$ cat src/rtl/minibus_master_pkg.sv
// Shared types for the minibus initiator: access widths, FSM states and the word type.
package minibus_master_pkg;

   localparam int BIT_WIDTH = 32;

   typedef logic [BIT_WIDTH-1:0] word_t;

   typedef enum logic [1:0] {
      BYTE = 2'b00,
      HALF = 2'b01,
      WORD = 2'b10
   } mem_width_t;

   typedef enum logic [1:0] {
      IDLE,
      ACCESS,
      RESP
   } minibus_mstate_t;

endpackage

$ cat src/rtl/minibus_load_ext.sv
// Load extension: widens a right-aligned byte/half to a full word, signed unless width[2] is set.
module minibus_load_ext
   import minibus_master_pkg::*;
#(
   parameter int DATA_W = BIT_WIDTH
) (
   input  logic [2:0]        i_width,
   input  logic [DATA_W-1:0] i_rdata,
   output logic [DATA_W-1:0] o_data
);

   logic w_signed;

   assign w_signed = ~i_width[2];

   always_comb begin
      o_data = i_rdata;
      case (i_width[1:0])
         BYTE:    o_data = {{(DATA_W-8){w_signed & i_rdata[7]}}, i_rdata[7:0]};
         HALF:    o_data = {{(DATA_W-16){w_signed & i_rdata[15]}}, i_rdata[15:0]};
         default: o_data = i_rdata;
      endcase
   end

endmodule

$ cat src/rtl/minibus_master.sv
// Minibus initiator: one CPU load/store becomes one held bus request, then a one-cycle response.
// Define MINIBUS_MASTER_TIMEOUT_EN to force an error after TIMEOUT_CYC unacknowledged ACCESS cycles.
module minibus_master
   import minibus_master_pkg::*;
#(
   parameter int ADDR_W = BIT_WIDTH,
   parameter int DATA_W = BIT_WIDTH
`ifdef MINIBUS_MASTER_TIMEOUT_EN
   , parameter int TIMEOUT_CYC = 255
`endif
) (
   input  logic              i_clk,
   input  logic              i_rst,
   input  logic              i_cpu_ren,
   input  logic              i_cpu_wen,
   input  logic [ADDR_W-1:0] i_cpu_addr,
   input  logic [2:0]        i_cpu_width,
   input  logic [DATA_W-1:0] i_cpu_wdata,
   output logic [DATA_W-1:0] o_cpu_rdata,
   output logic              o_cpu_ready,
   output logic              o_cpu_err,
   output logic              o_bus_ren,
   output logic              o_bus_wen,
   output logic [ADDR_W-1:0] o_bus_addr,
   output logic [2:0]        o_bus_width,
   output logic [DATA_W-1:0] o_bus_wdata,
   input  logic              i_bus_ack,
   input  logic              i_bus_err,
   input  logic [DATA_W-1:0] i_bus_rdata
);

   minibus_mstate_t   r_state;
   logic              r_ren;
   logic              r_wen;
   logic [ADDR_W-1:0] r_addr;
   logic [2:0]        r_width;
   logic [DATA_W-1:0] r_wdata;
   logic [DATA_W-1:0] r_rdata;
   logic              r_ready;
   logic              r_err;

   logic [DATA_W-1:0] w_ext;
   logic              w_req;
   logic              w_reject;
   logic              w_misaligned;
   logic              w_timeout;

   // Anything a slave must never see is answered locally with an error.
   assign w_req        = i_cpu_ren | i_cpu_wen;
   assign w_misaligned = ((i_cpu_width[1:0] == HALF) && i_cpu_addr[0]) ||
                         ((i_cpu_width[1:0] == WORD) && (i_cpu_addr[1:0] != 2'b00));
   assign w_reject     = (i_cpu_ren & i_cpu_wen) || (i_cpu_width[1:0] == 2'b11) || w_misaligned;

   minibus_load_ext #(.DATA_W(DATA_W)) u_load_ext (
      .i_width (r_width),
      .i_rdata (i_bus_rdata),
      .o_data  (w_ext)
   );

`ifdef MINIBUS_MASTER_TIMEOUT_EN
   localparam int CNT_W = ($clog2(TIMEOUT_CYC + 1) > 8) ? $clog2(TIMEOUT_CYC + 1) : 8;

   logic [CNT_W-1:0] r_count;

   // Counts completed ACCESS cycles; the cycle that would reach TIMEOUT_CYC is the last one.
   always_ff @(posedge i_clk or posedge i_rst) begin
      if (i_rst) begin
         r_count <= '0;
      end else if (r_state != ACCESS) begin
         r_count <= '0;
      end else if (!i_bus_ack) begin
         r_count <= r_count + 1'b1;
      end
   end

   assign w_timeout = (r_count == CNT_W'(TIMEOUT_CYC - 1));
`else
   assign w_timeout = 1'b0;
`endif

   always_ff @(posedge i_clk or posedge i_rst) begin
      if (i_rst) begin
         r_state <= IDLE;
         r_ren   <= 1'b0;
         r_wen   <= 1'b0;
         r_addr  <= '0;
         r_width <= '0;
         r_wdata <= '0;
         r_rdata <= '0;
         r_ready <= 1'b0;
         r_err   <= 1'b0;
      end else begin
         case (r_state)
            IDLE: begin
               r_ready <= 1'b0;
               r_err   <= 1'b0;
               r_rdata <= '0;
               if (w_req) begin
                  if (w_reject) begin
                     r_ready <= 1'b1;
                     r_err   <= 1'b1;
                     r_state <= RESP;
                  end else begin
                     r_ren   <= i_cpu_ren;
                     r_wen   <= i_cpu_wen;
                     r_addr  <= i_cpu_addr;
                     r_width <= i_cpu_width;
                     r_wdata <= i_cpu_wdata;
                     r_state <= ACCESS;
                  end
               end
            end
            ACCESS: begin
               // An ack on the timeout cycle still completes normally.
               if (i_bus_ack) begin
                  r_ren   <= 1'b0;
                  r_wen   <= 1'b0;
                  r_ready <= 1'b1;
                  r_err   <= i_bus_err;
                  r_rdata <= (i_bus_err || r_wen) ? '0 : w_ext;
                  r_state <= RESP;
               end else if (w_timeout) begin
                  r_ren   <= 1'b0;
                  r_wen   <= 1'b0;
                  r_ready <= 1'b1;
                  r_err   <= 1'b1;
                  r_rdata <= '0;
                  r_state <= RESP;
               end
            end
            RESP: begin
               r_ready <= 1'b0;
               r_err   <= 1'b0;
               r_rdata <= '0;
               r_state <= IDLE;
            end
            default: begin
               r_ren   <= 1'b0;
               r_wen   <= 1'b0;
               r_ready <= 1'b0;
               r_err   <= 1'b0;
               r_state <= IDLE;
            end
         endcase
      end
   end

   assign o_bus_ren   = r_ren;
   assign o_bus_wen   = r_wen;
   assign o_bus_addr  = r_addr;
   assign o_bus_width = r_width;
   assign o_bus_wdata = r_wdata;
   assign o_cpu_rdata = r_rdata;
   assign o_cpu_ready = r_ready;
   assign o_cpu_err   = r_err;

endmodule
$ cat config.mk
export PLATFORM = sky130hd
export DESIGN_NAME = minibus_master
export DESIGN_NICKNAME = d
export VERILOG_FILES = /design/src/rtl/minibus_master_pkg.sv /design/src/rtl/minibus_load_ext.sv /design/src/rtl/minibus_master.sv
export SDC_FILE = /design/constraint.sdc
export NUM_CORES = 1
export LEC_CHECK = 0
export CAP_MARGIN = 20
export CORE_MARGIN = 1.5
export CORE_UTILIZATION = 41
export CTS_BUF_LIST = sky130_fd_sc_hd__clkbuf_4
export DETAILED_ROUTE_END_ITERATION = 6
export HOLD_SLACK_MARGIN = 0.15
export PLACE_DENSITY = 0.82
export SLEW_MARGIN = 0
export SYNTH_ARGS = -nofsm -noshare
export SYNTH_HDL_FRONTEND = slang
export SYNTH_SLANG_ARGS = --single-unit
$ cat constraint.sdc
create_clock -name i_clk -period 4.9 [get_ports i_clk]
set_input_delay 1.47 -clock i_clk [delete_from_list [all_inputs] [get_ports i_clk]]
set_output_delay 1.47 -clock i_clk [all_outputs]
set_load 0.05 [all_outputs]
==> metrics.md <==
| Metric | Value |
|---|---|
| Tcrit/Tclk final | `0.6826` |
| Via count | `between 3,000 and 4,000` |
| RePlAce Congestion | `roughly 0.75` |
| H-tree depth | `3` |
| Gate Count Post-Synth | `302` |
| WP data arrival | `~1.9 ns` |
| NumNets Final | `around 620` |
| Placed insts | `~630` |
| Crit-path cells | `clkdlybuf4s50_1` |
| Yosys warns | `0` |
| DRT Pass-1 Iters | `4` |
| Storage element area | `around 0.0026 mm²` |
| CTS Sinks | `approximately 110` |
| Row Count | `36` |
| First-pass GRT wire length | `between 15 and 20 mm` |
| Die Ht | `~100 µm` |
| Port bufs | `between 200 and 250` |
| TNS Setup | `0 ns` |
| Most frequent cells in the layout | `clkdlybuf4s50_1 (207), dfrtp_1 (105), mux2_2 (48)` |
| Largest net degree at the start of global routing | `64` |
| Relative slew slack | `0.3781` |
| Type of destination of the critical path | `primary output` |
| DP Wirelength | `7.889 mm` |
| Critical Path Start Type | `register` |
| WP buf/inv | `1` |
| Max-slew violation count | `0` |
| Critical Path Max Stage Delay | `0.89 ns` |
| Max rail drop VDD | `about 400 µV` |
| First DRT Iteration DRCs | `110` |
| Fill count | `roughly 770` |
| Core area | `0.009774 mm²` |
| Final setup fails | `0` |
| Status | `finished clean` |
| Post-Layout Cell Count | `~650` |
| CTS tree | `yes` |
| Commonest non-fill, non-tap cell in the layout | `clkdlybuf4s50_1` |
| Resize count post-CTS | `0` |
| Post-layout minimum cycle time | `3.345 ns` |
| Root Driver | `clkbuf_4` |
| Flops & latches, synth | `~110` |
| Synth top area share | `0.6333` |
| Crit-path leading delay family | `buffers and inverters` |
| Clock transition at the registers of the reported paths | `between 0.1 and 0.15 ns` |
| Final Hold Viols | `0` |
| Drt total wl | `around 11 mm` |
| Pwr Density | `approximately 640 mW/mm²` |
| Leak Pwr | `2.730 nW` |
| Initial Utilization | `0.4245` |
| DIE AREA | `between 0.01 and 0.015 mm²` |
| Vias in the first global route | `about 3,300` |
| Antenna violations before repair | `1` |
| Die W | `103.6 µm` |
| Grt total ovfl | `0` |
| WL/cell | `~16 µm` |
| Post-Syn Area | `about 0.0041 mm²` |
| Detail Route Antenna Nets | `0` |
| Post-synthesis cell type count | `30` |
| Dominant cell type by area after synthesis | `dfrtp_1` |
| Clock buffer depth | `2` |
| Drc violations | `0` |
| Type of the worst setup path | `reg -> out` |
| Avg Vias per Cell | `~5` |
| Worst path slowest cell | `clkdlybuf4s50_1` |
| Postcts setup bufs | `0` |
| Worst Path Max Fanout | `12` |
| Synth Area per Inst | `roughly 14 µm²` |
| Max-Cap Viols | `0` |
| RSZ-0062 raised after global routing | `false` |
| Slew @ Worst Pin | `~0.93 ns` |
| CTS Hold Bufs | `0` |
| Data required time of the worst path | `~3.4 ns` |
| Layout cell share with drive strength beyond 1 | `0.1440` |
| CTS Buf Count | `9` |
| Fmax | `between 200 and 300 MHz` |
| Hold Path Class | `reg -> reg` |
| Synth area leaders | `dfrtp_1 (63%), mux2_2 (13%), mux2_1 (5.2%)` |
| Synthesized net count | `407` |
| Ports | `around 210` |
| Worst-skew pair later-pin latency | `0.43 ns` |
| Post-synthesis sequential area ratio | `0.6333` |
| Multi-input gate area | `about 0.0014 mm²` |
| Total GRT Usage | `0.2024` |
| Clock Skews | `approximately 0.026 ns` |
| Area delta synth->final | `57.33%` |
-- worst min-delay path, cell delays in order (launching register included) --
cell and delay [ns]:
dfrtp_1 0.37, nand2_1 0.04, o21ai_0 0.06
-- through the flow --
step           hold WS (ns)  setup slack (ns)  area, µm²  power (W)    util
2_1_floorplan        0.4829            0.6695       4149   0.002902       -
3_3_place_gp         0.4636             1.327       6342   0.003700  0.6489
3_5_place_dp         0.4696             1.204       6342   0.003748  0.6489
4_1_cts              0.5029             1.518       6497   0.004239  0.6647
5_1_grt              0.5313             1.458       6528   0.004397  0.6678
6_report             0.4986             1.555       6528   0.004209  0.6678
-- power by group --
part / internal (W) / leakage (nW) / switching (W)
sequential: 0.00117 / 1.31 / 0.000178
clock: 0.000211 / 0.0805 / 0.000274
combinational: 0.000871 / 1.34 / 0.00150
-- routing by layer --
layer	routed length [µm]	GRT usage
met1	4477	0.2560
met2	5280	0.3424
met3	626	0.04279
met4	209	0.07738
met5	0	0
-- registers in the layout, summed over array words and instances, names as in the netlist --
name	cells
o_bus_ren	1
o_bus_wdata	32
o_bus_wen	1
o_bus_width	3
o_cpu_rdata	32
o_cpu_ready	1
o_bus_addr	32
r_state	2
o_cpu_err	1
-- Yosys cell counts --
cell and n:
o21ai_0 27, or4bb_1 1, inv_1 2, nor2_1 4, a221oi_1 1, dfrtp_1 105
mux2_2 48, and2_1 1, nand3_1 4, o21a_1 1, buf_4 1, buf_6 2
clkbuf_1 8, nand2b_1 2, nor2b_1 16, nor2_2 1, nor3_1 1, o211ai_1 2
nand4bb_1 1, mux2i_1 1, mux2_1 19, nor3_4 2, a22o_1 16, a21oi_1 1
nand2_1 25, or4b_2 1, o21bai_1 2, buf_2 5, o21ai_2 1, o21ai_1 1
-- cell type report --
class,count,share of cell area
diodes,1,0.0003834
clock buffers,10,0.01150
clock inverters,5,0.01227
inverters,2,0.001533
multi-input cells,179,0.2189
flip-flops and latches,105,0.4025
well taps,133,0.02549
repair buffers,213,0.3274
-- cell families (layout without fill, tap and decap cells) --
family / Yosys count / in the layout / synth area share
buffers and inverters: 18 / 230 / 0.02232
other: 0 / 1 / 0
DFF: 105 / 105 / 0.6333
AOI/OAI and AO/OA: 52 / 52 / 0.08202
muxes: 68 / 68 / 0.1843
and+or+nand+nor: 59 / 59 / 0.07811
-- final timing paths --
kind                            startpoint               to  slack [ns]  cells after the start
max                         o_bus_width[0]   o_bus_width[0]        1.56                      1
min reg2reg                o_cpu_rdata[16]  o_cpu_rdata[16]        0.50                      2
max in group asynchronous            i_rst  o_bus_wdata[28]        2.55                      3
min                        o_cpu_rdata[16]  o_cpu_rdata[16]        0.50                      2
min in group asynchronous            i_rst    o_bus_addr[6]        1.53                      2
max reg2reg                     r_state[1]  o_cpu_rdata[30]        2.71                      4
(Power assumes the default switching activity.)
